File: config.mk
export PLATFORM = sky130hd
export DESIGN_NAME = unsigned_approx_mul_pipe
export DESIGN_NICKNAME = d
export VERILOG_FILES = /design/src/rtl/approx_mul_pkg.sv /design/src/rtl/pp_trunc_sum.sv /design/src/rtl/unsigned_approx_mul_pipe.sv
export SDC_FILE = /design/constraint.sdc
export NUM_CORES = 1
export LEC_CHECK = 0
export CORE_MARGIN = 3
export CORE_UTILIZATION = 50
export DETAILED_ROUTE_END_ITERATION = 8
export PLACE_DENSITY_LB_ADDON = 0.25
export SYNTH_ARGS = -nofsm -noshare
export SYNTH_HDL_FRONTEND = slang
export SYNTH_SLANG_ARGS = --single-unit
File: constraint.sdc
create_clock -name clk -period 13.2 [get_ports clk]
set_clock_uncertainty 0.15 [all_clocks]
set_input_delay 1.98 -clock clk [delete_from_list [all_inputs] [get_ports clk]]
set_output_delay 1.98 -clock clk [all_outputs]
set_load 0.005 [all_outputs]
File: src/rtl/approx_mul_pkg.sv
// Shared constants and helpers for the approximate multiplier pipeline.
package approx_mul_pkg;

  localparam int STAGES   = 3;
  localparam int OP_CNT_W = 16;

  function automatic logic [OP_CNT_W-1:0] sat_inc(input logic [OP_CNT_W-1:0] v);
    return (&v) ? v : v + 1'b1;
  endfunction

endpackage

File: src/rtl/pp_trunc_sum.sv
// Truncated sum of the low multiplier rows: partial-product bits of weight
// below 2^T are dropped before accumulation.
module pp_trunc_sum
  import approx_mul_pkg::*;
#(
  parameter int N = 8,
  parameter int L = 6,
  parameter int T = N - 1
) (
  input  logic [(L > 0 ? L : 1)-1:0] x_lo,
  input  logic [N-1:0]               y,
  output logic [2*N-1:0]             s
);

  localparam logic [2*N-1:0] KEEP = {(2*N){1'b1}} << T;

  logic [2*N-1:0] y_ext;

  assign y_ext = {{N{1'b0}}, y};

  always_comb begin
    s = '0;
    for (int i = 0; i < L; i++) begin
      if (x_lo[i]) begin
        s = s + ((y_ext << i) & KEEP);
      end
    end
  end

endmodule

File: src/rtl/unsigned_approx_mul_pipe.sv
// Three-stage unsigned multiplier with per-transaction exact/approximate mode
// and valid/ready flow control on both sides.
module unsigned_approx_mul_pipe
  import approx_mul_pkg::*;
#(
  parameter int N = 8,
  parameter int L = 6,
  parameter int T = N - 1
) (
  input  logic                clk,
  input  logic                rst_n,
  input  logic                in_valid,
  output logic                in_ready,
  input  logic [N-1:0]        x,
  input  logic [N-1:0]        y,
  input  logic                exact,
  output logic                out_valid,
  input  logic                out_ready,
  output logic [2*N-1:0]      z,
  output logic [OP_CNT_W-1:0] op_count
);

  // Low rows (x[L-1:0]) are the approximated part; the high part is always exact.
  localparam logic [N-1:0] LO_MASK = {N{1'b1}} >> (N - L);

  logic [STAGES-1:0]   vld_q, vld_d;
  logic [STAGES-1:0]   stage_en;
  logic                accept;
  logic [N-1:0]        x_q, x_d, y_q, y_d;
  logic                exact_q, exact_d;
  logic [2*N-1:0]      hi_q, hi_d, lo_q, lo_d;
  logic [2*N-1:0]      z_q, z_d;
  logic [OP_CNT_W-1:0] op_count_q, op_count_d;
  logic [2*N-1:0]      trunc_s;
  logic [2*N-1:0]      y_ext;

  pp_trunc_sum #(.N(N), .L(L), .T(T)) u_trunc (
    .x_lo (x_q[(L > 0 ? L : 1)-1:0]),
    .y    (y_q),
    .s    (trunc_s)
  );

  assign y_ext = {{N{1'b0}}, y_q};

  // A stage may load when it is empty or its contents move on this edge.
  always_comb begin
    stage_en[2] = !vld_q[2] || out_ready;
    stage_en[1] = !vld_q[1] || stage_en[2];
    stage_en[0] = !vld_q[0] || stage_en[1];
  end

  assign in_ready = stage_en[0];
  assign accept   = in_valid && stage_en[0];

  always_comb begin
    vld_d      = vld_q;
    x_d        = x_q;
    y_d        = y_q;
    exact_d    = exact_q;
    hi_d       = hi_q;
    lo_d       = lo_q;
    z_d        = z_q;
    op_count_d = accept ? sat_inc(op_count_q) : op_count_q;

    if (stage_en[0]) begin
      vld_d[0] = accept;
      if (accept) begin
        x_d     = x;
        y_d     = y;
        exact_d = exact || (L == 0);
      end
    end

    if (stage_en[1]) begin
      vld_d[1] = vld_q[0];
      if (vld_q[0]) begin
        hi_d = y_ext * {{N{1'b0}}, x_q & ~LO_MASK};
        lo_d = exact_q ? y_ext * {{N{1'b0}}, x_q & LO_MASK} : trunc_s;
      end
    end

    if (stage_en[2]) begin
      vld_d[2] = vld_q[1];
      if (vld_q[1]) begin
        z_d = hi_q + lo_q;
      end
    end
  end

  always_ff @(posedge clk or negedge rst_n) begin
    if (!rst_n) begin
      vld_q      <= '0;
      x_q        <= '0;
      y_q        <= '0;
      exact_q    <= 1'b0;
      hi_q       <= '0;
      lo_q       <= '0;
      z_q        <= '0;
      op_count_q <= '0;
    end else begin
      vld_q      <= vld_d;
      x_q        <= x_d;
      y_q        <= y_d;
      exact_q    <= exact_d;
      hi_q       <= hi_d;
      lo_q       <= lo_d;
      z_q        <= z_d;
      op_count_q <= op_count_d;
    end
  end

  assign out_valid = vld_q[2];
  assign z         = z_q;
  assign op_count  = op_count_q;

endmodule

# After elaboration in Yosys (flattened, before gate mapping)
# Cells that the tools add are included.
dict set report totals {
  register_bits 78
  in_bits 21
  out_inout_bits 34
  wordCells 39
}
dict set report classes {
  addsub 7
  n_mul 2
  n_mux 7
  n_bitwise 1
  reduce_logical 12
}
# op n
set op_table {}
lappend op_table {{$mux W16} 6}
lappend op_table {{$add A16 B1 Y16 const B} 1}
lappend op_table {{$add A16 B10 Y16} 1}
lappend op_table {{$add A16 B11 Y16} 1}
lappend op_table {{$add A16 B12 Y16} 1}
lappend op_table {{$add A16 B13 Y16} 1}
lappend op_table {{$add A16 B16 Y16} 1}
lappend op_table {{$add A16 B9 Y16} 1}
lappend op_table {{$reduce_and A16 Y1} 1}
lappend op_table {{$mul A8 B6 Y14} 1}
lappend op_table {{$mul A8 B2 Y10} 1}
lappend op_table {{$mux W8} 1}
lappend op_table {{$reduce_and A2 Y1} 4}
lappend op_table {{$logic_not A1 Y1} 3}
lappend op_table {{$logic_or A1 B1 Y1} 3}
lappend op_table {{$logic_and A1 B1 Y1} 1}
lappend op_table {{$not A1 Y1} 1}

# Longest topological paths before layout
dict set report depth {
  depth_word 12
  mapped_depth 23
  ltp_nobuf 22
}

# Cells and area by module
# Synthesis repeated with hierarchy kept, for this count alone.
dict set report hier_totals {
  hier_cells 716
  hier_area_um2 6372.4
}
# module n_inst cells_per_inst area_per_inst_um2 seq_area_each_um2
set modules_own_cells {}
lappend modules_own_cells {unsigned_approx_mul_pipe 1 591 5397.7 1951.9}
lappend modules_own_cells {pp_trunc_sum 1 125 974.7 0.0}

# Worst setup path after synthesis
# No wires, ideal clock.
dict set report synth_path {
  kind {register to register}
  start {reg y_q[6]}
  end {reg lo_q[12]}
  setup_time_ps 137
  t_arrival_ps 4561
  t_required_ps 12913
  slack_ps 8352
  stages_incl_launch_ff 22
  path_buffers 1
  synth_period_minus_slack_ps 4848
  cell_sequence {dfrtp_1 -> clkbuf_1 -> and3_1 -> ha_1 -> nand2_1 -> fa_1 -> mux2i_1 -> inv_1 -> fa_1 -> xnor2_1 -> mux2_4 -> ha_1 -> a21o_1 -> a21oi_1 -> xnor2_1 -> mux2_2 -> ha_1 -> a21oi_1 -> o22a_1 -> o311ai_0 -> a21oi_1 -> a21oi_1}
}
dict set report synth_between {
  elab_chain_len 11
  word_cells_on_any_way 12
  cone_classes {add/sub: 5; mul: 1; mux: 6}
}
# item line_no
set synth_rtl {}
lappend synth_rtl {{start, declared} unsigned_approx_mul_pipe.sv:29} ;# logic [N-1:0] x_q, x_d, y_q, y_d;
lappend synth_rtl {{start signal, assigned} unsigned_approx_mul_pipe.sv:103} ;# y_q <= y_d;
lappend synth_rtl {{$add A16 B9 Y16} pp_trunc_sum.sv:25} ;# s = s + ((y_ext << i) & KEEP);
lappend synth_rtl {{$mux W16} pp_trunc_sum.sv:24} ;# if (x_lo[i]) begin
lappend synth_rtl {{$add A16 B10 Y16} pp_trunc_sum.sv:25}
lappend synth_rtl {{$mux W16} pp_trunc_sum.sv:24}
lappend synth_rtl {{$add A16 B11 Y16} pp_trunc_sum.sv:25}
lappend synth_rtl {{$mux W16} pp_trunc_sum.sv:24}
lappend synth_rtl {{$add A16 B12 Y16} pp_trunc_sum.sv:25}
lappend synth_rtl {{$mux W16} pp_trunc_sum.sv:24}
lappend synth_rtl {{$add A16 B13 Y16} pp_trunc_sum.sv:25}
lappend synth_rtl {{$mux W16} pp_trunc_sum.sv:24}
lappend synth_rtl {{$mux W16 *} unsigned_approx_mul_pipe.sv:78} ;# lo_d = exact_q ? y_ext * {{N{1'b0}}, x_q & LO_MASK} : trunc_s;
lappend synth_rtl {{end signal, assigned} unsigned_approx_mul_pipe.sv:106} ;# lo_q <= lo_d;
lappend synth_rtl {{end, declared} unsigned_approx_mul_pipe.sv:31} ;# logic [2*N-1:0] hi_q, hi_d, lo_q, lo_d;
# Every way passes the cells marked *; elsewhere a longest branch is shown, timed or not.
# A chain may end at the register's enable or synchronous reset.

# Worst setup path in the final report
dict set report layout_path {
  start {reg y_q[7]}
  end {reg lo_q[12]}
}
dict set report layout_between {
  elab_chain_len 12
  word_cells_on_any_way 13
  cone_classes {add/sub: 5; mul: 1; mux: 7}
}
# item line_no
set layout_rtl {}
lappend layout_rtl {{$mux W8} pp_trunc_sum.sv:24}
lappend layout_rtl {{$add A16 B9 Y16} pp_trunc_sum.sv:25}
lappend layout_rtl {{$mux W16} pp_trunc_sum.sv:24}
lappend layout_rtl {{$add A16 B10 Y16} pp_trunc_sum.sv:25}
lappend layout_rtl {{$mux W16} pp_trunc_sum.sv:24}
lappend layout_rtl {{$add A16 B11 Y16} pp_trunc_sum.sv:25}
lappend layout_rtl {{$mux W16} pp_trunc_sum.sv:24}
lappend layout_rtl {{$add A16 B12 Y16} pp_trunc_sum.sv:25}
lappend layout_rtl {{$mux W16} pp_trunc_sum.sv:24}
lappend layout_rtl {{$add A16 B13 Y16} pp_trunc_sum.sv:25}
lappend layout_rtl {{$mux W16} pp_trunc_sum.sv:24}
lappend layout_rtl {{$mux W16 *} unsigned_approx_mul_pipe.sv:78}
# Marks and branches as above.

==> results.cfg <==
[logic_synthesis]
synth_top_area_share_pct = 31.84
postSynth.topFlopCell = sky130_fd_sc_hd__dfrtp_1
synth-edff-count = 0
yosysMostFrequentCell = sky130_fd_sc_hd__nand2_1
synth_simple_gate_area_share_pct = 16.63
yosys-top-cells-area = sky130_fd_sc_hd__dfrtp_1, sky130_fd_sc_hd__ha_1, sky130_fd_sc_hd__fa_1, sky130_fd_sc_hd__mux2_2, sky130_fd_sc_hd__nand2_1
syn-cell-area_um2 = 5973
synthAdderAreaFrac_pct = 22.54
yosys.area.top_type = sky130_fd_sc_hd__dfrtp_1
ys_seq_elements = 76
synthesized_area_fraction_occupied_by_xor_and_xnor_cells_pct = 5.718
synth-compound-area-share_pct = 12.02
ys_async_sr_fraction_pct = 100.0
synth-seq-area-share_pct = 31.84
synth.lib_cells_used.distinct = 52
postSynthNetCount = 735
fraction_of_synthesized_area_in_multiplexers_pct = 6.745
syn_avg_cell_area_um2 = 9.557
combinational_family_with_the_most_area_after_synthesis = adder cells
post_synth_most_frequent_cells = sky130_fd_sc_hd__nand2_1, sky130_fd_sc_hd__dfrtp_1, sky130_fd_sc_hd__ha_1
post_synth_inst_count = 625
yosysWarnings = 0

[timing]
final_hold_viol_count = 0
worst-slew-pin-transition_ns = 0.9337
post-route-min-period_ns = 5.428
setup-tns-final_ns = 0
layout_worst_path_cycle_share_pct = 41.12
unrepaired_setup_endpoints_after_global_routing = false
fmax_mhz = 184.2
finalSetupViolCount = 0
final_max_slew_viol_count = 0
slew_headroom_pct = 37.75
fin_worst_hold_slack_ns = 0.3151

[finish]
n_antenna_cell = 0
area_growth_syn_to_layout_pct = 15.14
n_fill_cell = 1003
finalNonFillerCells = 817
num-nets-final = 780
drive_gt1_share_pct = 7.567

[power_and_ir_drop]
cellInternalPower_uw = 845.5
switching_share_pct = 42.15
power_density_nw_per_um2 = 212.5
clock_power_share_pct = 15.1
p_sw_uw = 615.9
vdd_drop_max_v = 0.00009735
fin_total_pwr_mw = 1.461
comb_power_share_pct = 59.2
power.sequential.fraction_pct = 25.7
power_leakage_nw = 3.212

[worst_setup_path]
path_cells = and2_1 > xor2_1 > ha_1 > inv_1 > fa_1 > mux2i_1 > inv_1 > fa_1 > nand2_1 > o21a_1 > fa_1 > a21o_1 > a21oi_1 > xnor2_1 > mux2_2 > ha_1 > a21oi_1 > o22a_1 > o311ai_0 > a21oi_1 > a21oi_1
crit_type = flip-flop to flip-flop
reg2regPathDepth = 21
crit_buf_inv = 2
cp_data_required_time_ns = 13.24
critical_path.slowest_cell = sky130_fd_sc_hd__dfrtp_1
cp_slowest_stage_delay_ns = 0.69
worst-path-max-fanout = 15
reg2reg_to = lo_q[12]$_DFFE_PN0P_
worst_setup_path_start_kind = flip-flop
regToRegSetupSlack_ns = 7.77
worstReg2RegStart = y_q[7]$_DFFE_PN0P_
timing.critical_path.to_type = flip-flop
crit_arrival_ns = 5.47
path_delay_family = adder cells
path_common_cell = sky130_fd_sc_hd__a21oi_1

[drt]
drcViolationCount = 0
final_antenna_net_count = 0
post_drt_via_cell_ratio = 5.578
number_of_vias_after_detailed_routing = 4557
drtPass1Iterations = 5
avgRoutedWirePerCell_um = 15.90
finalWirelength_um = 12990
initial_drc_count = 206

[floorplan]
die_height_um = 115.3
initial_core_util_pct = 51.65
die_x_um = 115.3
fp-row-count = 39
floorplan.die_area_um2 = 13290
floorplan.io_pins = 55
coreArea_um2 = 11560

[global_route]
grt_first_pass_wirelength_um = 21780
grt_max_degree = 77
antenna_found_initial = 0
grt_usage_pct = 20.46
grt.overflow.total = 0
grt_pass1_vias = 4576

[cts]
numCtsBuffers = 9
cts_tree = done
cts_num_sinks = 76
ctsLongestPathBuffers = 2
post_cts_sizing_count = 0
ctsHtreeMaxLevel = 3
postCtsSetupBuffers = 0
clockRootBuffer = sky130_fd_sc_hd__clkbuf_16
post_cts_hold_buffer_count = 0
clk-insertion-delay-late_ns = 0.33
path_clk_slew_ns = 0.06

[worst_hold_path]
holdPathEnd = lo_q[2]$_DFFE_PN0P_
type_of_the_tightest_min_delay_check = flip-flop to flip-flop
whs_path_depth = 2
worstHoldStart = lo_q[2]$_DFFE_PN0P_

[job]
max_cap_violations = 0

[placement]
port_buffers = 54
dpl.cell_count = 802
dp_hpwl_um = 9963
place.gp.congestion = 0.9115

[run_status]
result_of_the_run = completed
## stage by stage
stage	cell area, um2	utilization (%)	setup slack [ns]
floorplan	5973	-	8.352
global placement	6609	57.15	7.861
detailed placement	6609	57.15	7.816
CTS	6878	59.47	7.778
global route	6878	59.47	7.362
finish	6878	59.47	7.772
## state kept, by name (all words and copies together) (netlist names)
register / count
exact_q: 1
lo_q: 14
vld_q: 3
z: 16
y_q: 8
op_count: 16
hi_q: 10
x_q: 8
## logic make-up (layout without fill, tap and decap cells)
| group | count (synthesis) | after routing |
|---|---|---|
| buffers and inverters | 69 | 118 |
| AO/OA/AOI/OAI | 112 | 112 |
| adder cells (fa/ha/maj) | 89 | 89 |
| multiplexers | 35 | 35 |
| XOR/XNOR | 39 | 39 |
| flip-flops | 76 | 76 |
| AND/OR/NAND/NOR | 205 | 205 |
## cell usage in the layout (no fill, tap or decap), drive strengths merged, types with 7 or more instances in the layout
master | Yosys | routed
nand2 | 84 | 84
mux2 | 33 | 33
and2 | 34 | 34
clkbuf | 17 | 11
ha | 58 | 58
o21a | 7 | 7
nand3 | 11 | 11
nand2b | 11 | 11
clkdlybuf4s50 | 0 | 53
a211oi | 9 | 9
o31ai | 8 | 8
nor2 | 27 | 27
nor3 | 10 | 10
xor2 | 14 | 14
fa | 31 | 31
xnor2 | 25 | 25
inv | 48 | 48
dfrtp | 76 | 76
a21oi | 28 | 28
o21ai | 29 | 29
nand4 | 8 | 8
## layout make-up
cell class / count / area (um2) / share of cell area (%)
Sequential cell: 76 / 1902 / 27.65
Multi-Input combinational cell: 480 / 3802 / 55.28
Timing Repair Buffer: 55 / 545.5 / 7.932
Inverter: 48 / 180.2 / 2.620
Clock inverter: 4 / 26.28 / 0.3820
Clock buffer: 11 / 242.7 / 3.529
Tap cell: 143 / 178.9 / 2.601
## metal layers
metal	track usage (%)	share of wire, %
met1	27.04	44
met2	33.06	49
met3	5.053	5.1
met4	6.808	2.2
met5	0	0
## power groups by stage
stage               combinational (mW)  sequential, mW  clock (mW)
global route                     0.979           0.387       0.237
detailed placement               0.858           0.380           0
global placement                 0.825           0.377           0
CTS                              0.866           0.377       0.226
finish                           0.865           0.376       0.221
floorplan                        0.645           0.347           0
## worst max path at each step
| stage | from | end | depth (start not counted) |
|---|---|---|---|
| after floorplan | y_q[6]$_DFFE_PN0P_ | lo_q[12]$_DFFE_PN0P_ | 21 |
| after global placement | out_ready | in_ready | 3 |
| after detailed placement | y_q[7]$_DFFE_PN0P_ | lo_q[12]$_DFFE_PN0P_ | 21 |
| after CTS | y_q[7]$_DFFE_PN0P_ | lo_q[12]$_DFFE_PN0P_ | 21 |
| after global routing | y_q[7]$_DFFE_PN0P_ | lo_q[12]$_DFFE_PN0P_ | 21 |
| final | y_q[7]$_DFFE_PN0P_ | lo_q[12]$_DFFE_PN0P_ | 21 |
## worst reg2reg max path: cells and delay by family, from the launching register on
kind                     cells  cell delay (ns)
buffers and inverters        2             0.16
AND/OR/NAND/NOR              2             0.34
flip-flops                   1             0.69
multiplexers                 2             0.56
AO/OA/AOI/OAI                8             1.23
adder cells (fa/ha/maj)      5             1.88
XOR/XNOR                     2             0.28
Note: power is estimated with default switching activity, not from simulation.
